[config.mk]
export PLATFORM = sky130hd
export DESIGN_NAME = urv_writeback
export DESIGN_NICKNAME = d
export VERILOG_FILES = /design/src/rtl/urv_defs.sv /design/src/rtl/urv_load_align.sv /design/src/rtl/urv_writeback.sv
export SDC_FILE = /design/constraint.sdc
export NUM_CORES = 1
export LEC_CHECK = 0
export ABC_CLOCK_PERIOD_IN_PS = 2500
export CORE_AREA = 4 4 98 100
export DETAILED_ROUTE_END_ITERATION = 16
export DIE_AREA = 0 0 102 104
export DONT_BUFFER_PORTS = 1
export GPL_TIMING_DRIVEN = 0
export PLACE_DENSITY_LB_ADDON = 0.3
export SLEW_MARGIN = 20
export SYNTH_ARGS = -nofsm -noshare
export SYNTH_HDL_FRONTEND = slang
export SYNTH_HIERARCHICAL = 1
export SYNTH_SLANG_ARGS = --single-unit
[constraint.sdc]
create_clock -name clk_i -period 2.5 [get_ports clk_i]
set_input_delay 0.25 -clock clk_i [delete_from_list [all_inputs] [get_ports clk_i]]
set_output_delay 0.25 -clock clk_i [all_outputs]
set_load 0.02 [all_outputs]
[src/rtl/urv_defs.sv]
`default_nettype none
//==============================================================================
// Package : urv_defs
// Brief   : Shared result-source codes, load funct3 codes and writeback states.
// Rev     : 1.0
//==============================================================================
package urv_defs;

   localparam logic [1:0] RD_SOURCE_ALU      = 2'd0;
   localparam logic [1:0] RD_SOURCE_SHIFTER  = 2'd1;
   localparam logic [1:0] RD_SOURCE_MULTIPLY = 2'd2;

   localparam logic [2:0] LDST_B  = 3'b000;
   localparam logic [2:0] LDST_H  = 3'b001;
   localparam logic [2:0] LDST_L  = 3'b010;
   localparam logic [2:0] LDST_BU = 3'b100;
   localparam logic [2:0] LDST_HU = 3'b101;

   typedef enum logic [1:0] {
      WB_IDLE     = 2'd0,
      WB_WAIT_MEM = 2'd1,
      WB_HELD     = 2'd2
   } wb_state_t;

endpackage
`default_nettype wire

[src/rtl/urv_load_align.sv]
`default_nettype none
//==============================================================================
// Module : urv_load_align
// Brief  : Picks the addressed byte/halfword of load data and extends it.
// Rev    : 1.0
//==============================================================================
module urv_load_align
   import urv_defs::*;
(
   input  logic [2:0]  i_fun,
   input  logic [1:0]  i_addr,
   input  logic [31:0] i_data,
   output logic [31:0] o_value
);

   logic [7:0]  w_byte;
   logic [15:0] w_half;

   always_comb begin
      w_byte  = i_data[7:0];
      w_half  = i_addr[1] ? i_data[31:16] : i_data[15:0];
      o_value = i_data;

      case (i_addr)
         2'd1:    w_byte = i_data[15:8];
         2'd2:    w_byte = i_data[23:16];
         2'd3:    w_byte = i_data[31:24];
         default: w_byte = i_data[7:0];
      endcase

      // LW and any unlisted funct3 pass the word through untouched.
      case (i_fun)
         LDST_B:  o_value = {{24{w_byte[7]}}, w_byte};
         LDST_BU: o_value = {24'h0, w_byte};
         LDST_H:  o_value = {{16{w_half[15]}}, w_half};
         LDST_HU: o_value = {16'h0, w_half};
         default: o_value = i_data;
      endcase
   end

endmodule
`default_nettype wire

[src/rtl/urv_writeback.sv]
`default_nettype none
//==============================================================================
// Module : urv_writeback
// Brief  : Final stage: result select, load completion handshake, single
//          register-file write per instruction and registered bypass.
// Rev    : 1.0
//==============================================================================
module urv_writeback
   import urv_defs::*;
#(
   parameter bit g_with_hw_mul  = 1'b1,
   parameter bit g_with_shifter = 1'b1
)
(
   input  logic        clk_i,
   input  logic        rst_i,

   input  logic        w_stall_i,
   output logic        w_stall_req_o,

   input  logic [2:0]  x_fun_i,
   input  logic        x_load_i,
   input  logic        x_store_i,
   input  logic        x_valid_i,
   input  logic [4:0]  x_rd_i,
   input  logic [31:0] x_rd_value_i,
   input  logic        x_rd_write_i,
   input  logic [31:0] x_dm_addr_i,
   input  logic [1:0]  x_rd_source_i,
   input  logic [31:0] x_shifter_rd_value_i,
   input  logic [31:0] x_multiply_rd_value_i,

   input  logic [31:0] dm_data_l_i,
   input  logic        dm_load_done_i,
   input  logic        dm_store_done_i,

   output logic [4:0]  rf_rd_o,
   output logic [31:0] rf_rd_value_o,
   output logic        rf_rd_write_o,

   output logic [4:0]  x_bypass_rd_o,
   output logic [31:0] x_bypass_value_o,
   output logic        x_bypass_valid_o,
   output logic        w_load_hazard_o
);

   wb_state_t   r_state;
   logic        r_written;
   logic [31:0] r_load_data;
   logic [4:0]  r_byp_rd;
   logic [31:0] r_byp_value;
   logic        r_byp_valid;

   logic [31:0] w_mul_value;
   logic [31:0] w_shift_value;
   logic [31:0] w_src_value;
   logic [31:0] w_aligned;
   logic        w_is_mem;
   logic        w_done;
   logic        w_mem_ok;
   logic        w_load_live;
   logic        w_unused_addr;

   assign w_unused_addr = ^x_dm_addr_i[31:2];

   generate
      if (g_with_hw_mul) begin : g_mul
         assign w_mul_value = x_multiply_rd_value_i;
      end else begin : g_no_mul
         logic w_unused_mul;
         assign w_unused_mul = ^x_multiply_rd_value_i;
         assign w_mul_value  = 32'h0;
      end

      if (g_with_shifter) begin : g_shift
         assign w_shift_value = x_shifter_rd_value_i;
      end else begin : g_no_shift
         logic w_unused_shift;
         assign w_unused_shift = ^x_shifter_rd_value_i;
         assign w_shift_value  = 32'h0;
      end
   endgenerate

   always_comb begin
      w_src_value = x_rd_value_i;
      case (x_rd_source_i)
         RD_SOURCE_SHIFTER:  w_src_value = w_shift_value;
         RD_SOURCE_MULTIPLY: w_src_value = w_mul_value;
         default:            w_src_value = x_rd_value_i;
      endcase
   end

   urv_load_align u_align (
      .i_fun   (x_fun_i),
      .i_addr  (x_dm_addr_i[1:0]),
      .i_data  (dm_data_l_i),
      .o_value (w_aligned)
   );

   // Only the strobe matching the access kind completes it; once HELD the
   // result is already latched and further strobes are irrelevant.
   assign w_is_mem    = x_load_i | x_store_i;
   assign w_done      = (x_load_i & dm_load_done_i) | (x_store_i & dm_store_done_i);
   assign w_mem_ok    = ~w_is_mem | (r_state == WB_HELD) | w_done;
   assign w_load_live = x_load_i & dm_load_done_i & (r_state != WB_HELD);

   assign w_stall_req_o   = x_valid_i & w_is_mem & ~w_mem_ok;
   assign w_load_hazard_o = x_valid_i & x_load_i & ~w_mem_ok;

   assign rf_rd_o       = x_rd_i;
   assign rf_rd_write_o = x_valid_i & x_rd_write_i & (x_rd_i != 5'd0) & w_mem_ok & ~r_written;
   assign rf_rd_value_o = x_load_i ? (w_load_live ? w_aligned : r_load_data) : w_src_value;

   assign x_bypass_rd_o    = r_byp_rd;
   assign x_bypass_value_o = r_byp_value;
   assign x_bypass_valid_o = r_byp_valid;

   always_ff @(posedge clk_i or posedge rst_i) begin
      if (rst_i) begin
         r_state     <= WB_IDLE;
         r_written   <= 1'b0;
         r_load_data <= 32'h0;
         r_byp_rd    <= 5'd0;
         r_byp_value <= 32'h0;
         r_byp_valid <= 1'b0;
      end else begin
         if (rf_rd_write_o) begin
            r_byp_rd    <= x_rd_i;
            r_byp_value <= rf_rd_value_o;
            r_byp_valid <= 1'b1;
         end

         // Suppresses repeat writes while the instruction sits under stall.
         if (!w_stall_i) begin
            r_written <= 1'b0;
         end else if (rf_rd_write_o) begin
            r_written <= 1'b1;
         end

         if (x_valid_i && w_load_live) begin
            r_load_data <= w_aligned;
         end

         case (r_state)
            WB_HELD: begin
               if (!w_stall_i) begin
                  r_state <= WB_IDLE;
               end
            end
            default: begin
               if (x_valid_i && w_is_mem) begin
                  if (w_done) begin
                     r_state <= w_stall_i ? WB_HELD : WB_IDLE;
                  end else begin
                     r_state <= WB_WAIT_MEM;
                  end
               end else begin
                  r_state <= WB_IDLE;
               end
            end
         endcase
      end
   end

endmodule
`default_nettype wire

# Word level (Yosys, flattened, before mapping)
# Index checks and enable logic that the tools add are counted.
# word_totals
ff_bits	73
latchBits	0
ram_bits	0
mem_bits_ro	0
in_bits	179
out_inout_bits	78
wordCells	53
n_memories	0
# op_classes
add_sub_neg	0
mul	0
n_div	0
magnitude_cmp	0
n_eq_ne	12
n_shift	0
muxes	13
n_bitwise	18
n_reduce_logical	4
# op_table
operator	count
$pmux W32 S4	1
$mux W32	2
$pmux W32 S2	1
$pmux W8 S3	1
$mux W16	1
$and A1 B1 Y1	11
$mux W2	5
$eq A2 B2 Y1 const B	4
$eq A3 B3 Y1 const B	2
$reduce_bool A5 Y1	1
$eq A2 B1 Y1 const B	2
$ne A2 B2 Y1 const B	2
$or A1 B1 Y1	4
$eq A3 B1 Y1 const B	1
$logic_not A3 Y1	1
$not A1 Y1	3
$logic_and A1 B1 Y1	2
$mux W1	2
$ne A2 B1 Y1 const B	1

# Longest topological paths before layout
# logic_depth
ltp_word	8
mapped_depth	9
depth_no_buf	7

# Modules after synthesis
# Netlist, hierarchy kept.
# modules_own_cells
module	instances	cells_per_inst	area_each_um2	seq_area_each_um2
urv_writeback	1	369	4215.3	1826.8
urv_load_align	1	111	668.1	0.0

# Worst setup path before layout
# Ideal clock, no wire load.
# synth_path
kind	input to register
startpoint	input x_dm_addr_i[1]
endpoint	register r_byp_value[10] (netlist: x_bypass_value_o[10])
setup_ps	125
arrival_time_ps	2105
required_ps	2375
path_slack_ps	270
path_stages	7
n_path_buf	1
path_cell_list	mux4_2 -> and3b_1 -> clkbuf_1 -> a221o_1 -> nor3b_1 -> a311o_1 -> mux2_2
# synth_via
elab_chain_cells	5
word_cells_on_any_way	8
cone_classes	3 x eq/ne; 5 x mux
# synth_lines
element	line	source
start, declared	urv_writeback.sv:28	input logic [31:0] x_dm_addr_i,
$eq A2 B2 Y1 / $eq A2 B1 Y1 (equally long branches)	urv_load_align.sv:24	case (i_addr)
$pmux W8 S3	urv_load_align.sv:24	
$pmux W32 S4 *	urv_load_align.sv:32	case (i_fun)
named net w_aligned[10]	urv_writeback.sv:57	logic [31:0] w_aligned;
$mux W32 * (2 in a row)	urv_writeback.sv:112	assign rf_rd_value_o = x_load_i ? (w_load_live ? w_aligned : r_load_data) : w_src_value;
named net rf_rd_value_o[10]	urv_writeback.sv:38	output logic [31:0] rf_rd_value_o,
end signal, assigned	urv_writeback.sv:129	r_byp_value <= rf_rd_value_o;
end, declared	urv_writeback.sv:51	logic [31:0] r_byp_value;
# The timed path passes the listed nets; every way through them passes the cells marked *.
# A chain may end at the register's enable or synchronous reset.

# Worst setup path after layout
# layout_path
startpoint	input x_fun_i[1]
endpoint	output rf_rd_value_o[20]
# layout_via
elab_chain_cells	4
word_cells_on_any_way	7
cone_classes	3 x eq/ne; 3 x mux; 1 x reduce/logical
# layout_lines
element	line	source
start, declared	urv_writeback.sv:21	input logic [2:0] x_fun_i,
$eq A3 B3 Y1 (tied with other cells)	urv_load_align.sv:32	
$pmux W32 S4 *	urv_load_align.sv:32	
named net w_aligned[20]	urv_writeback.sv:57	
$mux W32 * (2 in a row)	urv_writeback.sv:112	
end, declared	urv_writeback.sv:38	
# Marked as above.

==> impl_results.md <==
- FF+latch count, synth: 73
- Type of origin of the critical path: primary input
- Relative slew slack: 52.1%
- Vias per cell: 6.83
- Vias in the first global route: 4213
- Placed cell area: 5050 sq um
- Dpl hpwl: 12400 microns
- Antenna violations before repair: 0
- Grt ovf: 0
- Post-synth EDFFs: 0
- Arrival @ worst endpoint: 2.13 ns
- Filler instances: 732
- Critical path cell sequence: clkbuf_1 > or4_4 > o22ai_4 > buf_6 > a21o_1 > nor3b_1 > a311o_1
- Cells after DPL: 589
- Async set-reset flop share out of synthesis: 100%
- Syn_nets: 661
- PwrDens: 804 nW/um^2
- Rows: 34
- Cell taking the most area after synthesis: dfrtp_1
- CP Max Fanout: 10
- Endpoints failing hold: 0
- Peak VDD IR: 0.442 mV
- Die area: 10600 sq um
- Top_reg_cell synth: dfrtp_1
- # DRC: 0
- Wire per inst: 26.3 microns
- Remaining antenna violation count after routing: 0
- Post-CTS setup repair buffer count: 0
- Commonest cells post-synth: dfrtp_1 (73), mux2_2 (61), nand2_1 (37), nor2b_1 (37), nor3_1 (34)
- Status: completed
- Met3 wire len: 1480 microns
- Crit path max-delay cell type: or4_4
- Final hold slack: 0.0140 ns
- GRT Overall Usage: 29.4%
- Num CTS Buffers: 9
- Worst clock skew: 0.0170 ns
- Tmin final: 2.38 ns
- Fmax: 0.420 GHz
- Met1 Wirelength: 6060 microns
- DRT iter0 DRCs: 249
- Total Wirelength: 15900 microns
- LEAKAGE: 0.00222 uW
- Share of cells above drive strength 1: 23.3%
- Placer congestion estimate: 0.945
- Final setup margin: 0.120 ns
- Ant diodes: 0
- Chip height: 104 microns
- CTS tree: yes
- Max-Cap Viols: 0
- Via count: 4136
- I/O pin total: 257
- CP peak stage delay: 0.59 ns
- CTS sink cnt: 73
- H-Tree Level Count: 3
- PortBufs: 0
- Mapped Cells: 480
- Top cells by area, synth: dfrtp_1 (37%), mux2_2 (14%), a311o_1 (6.6%)
- Top cell type's share of synthesized area: 37.4%
- Clock Latency Late Sink: 0.37 ns
- Layout area overhead: 8.48%
- Fin cells: 606
- Final core occ: 61.0%
- Finished layout cell area: 5300 sq um
- Sequential fraction of the synthesis area: 37.4%
- Final slew viol count: 0
- Endpoint type of the worst setup path: output port
- Initial Util: 56.3%
- RSZ-0062 raised after global routing: false
- Max Buffers Root-to-Sink: 2
- Core area: 8680 sq um
- Hold crit path type: in2reg
- Critical path type: in2out
- Root Buffer: clkbuf_8
- Die Wd: 102 microns
- Avg Cell Area, Syn: 10.2 sq um
- Most common cell in the synthesized netlist: dfrtp_1
- Synth unique cells: 39
- DR pass1 iterations: 5
- Largest net degree at the start of global routing: 50
- Yosys warns: 6
- Period utilization: 95.2%
- Worst Path Required: 2.25 ns
- Nets@finish: 674
- Actual slew at the worst max-slew pin: 0.718 ns
- Met2 wire length: 7980 microns
- Setup WS pre-CTS: -0.104 ns
- Count of final setup violators: 0
- Wire length of the first global-routing pass: 24000 microns
- Reg clk slew, reported paths: 0.08 ns
- Uppermost layer routed: met4
- Netlist Area Pre-Place: 4880 sq um
## kinds of logic after synthesis
family / count (synthesis) / share of synthesized area [%]
and+or+nand+nor: 161 / 18.5
buffers and inverters: 59 / 6.12
DFF: 73 / 37.4
adders and majority gates: 2 / 0.512
muxes: 71 / 17.2
AOI/OAI and AO/OA: 114 / 20.2
## area by class of cell
cell class	count	area (sq um)	area share [%]
multi-input combinational	348	2770	52.2
clock inverter	7	100	1.89
sequential	73	1830	34.5
inverter	5	21.3	0.402
tap	108	135	2.55
clock buffer	9	124	2.34
buffer	53	277	5.22
timing repair buffer	3	47.5	0.897
## power breakdown
group | internal, uW | switching, uW
clock network | 572 | 525
logic | 550 | 616
registers | 1510 | 483
total | 2640 | 1620
## sequential cells by signal (all words and copies together) (netlist names)
signal,cells
r_load_data,32
r_state,2
r_written,1
x_bypass_value_o,32
x_bypass_rd_o,5
x_bypass_valid_o,1
## layer usage
metal,GRT usage [%],up-vias
li1,-,1843
met1,36.7,2005
met2,50.3,259
met3,5.70,29
met4,9.47,0
met5,0,-
## metrics by stage
stage / TNS (ns) / power [uW]
floorplan: 0 / 2880
global placement: -27.88 / 3120
detailed placement: -0.949 / 3180
CTS: 0 / 4260
global route: 0 / 4440
finish: 0 / 4260
## final timing paths
path	cells after the start	end	from	slack, ns
hold reg to reg	1	r_written	r_written	0.51
hold / removal	1	r_state[0]	x_valid_i	0.01
min in group asynchronous	2	x_bypass_rd_o[4]	rst_i	0.34
max in group asynchronous	3	r_load_data[7]	rst_i	1.62
setup / recovery	7	rf_rd_value_o[20]	x_fun_i[1]	0.12
setup reg to reg	6	x_bypass_value_o[6]	r_state[0]	0.36
## worst max-delay path: cells and delay by family
kind            cells  cell delay, ns
compound gates      3            0.70
buf+inv             2            0.41
simple gates        2            0.77
## placed cells by master (no fill, tap or decap), drive strengths merged, types with 2 or more instances in the layout
master and count:
a221o 8, clkinv 3, or4 2, buf 23, a311o 32, nor2 6, or2 2, clkbuf 40
a221oi 32, ha 2, dlygate4sd3 2, inv 7, a22oi 7, o21ai 8, nor3 34, dfrtp 73
bufinv 2, nor3b 32, a21oi 3, and2 2, mux2 69, nor2b 37, nand2 37, a21o 17
nand2b 7
## what timing repair did
action                                  4_1_cts  5_1_grt
endpoints found under the setup margin        0       13
gates resized for setup                       0        7
hold buffers                                  2        0
endpoints found under the hold margin        25        0
Power figures use the tool's default switching activity.
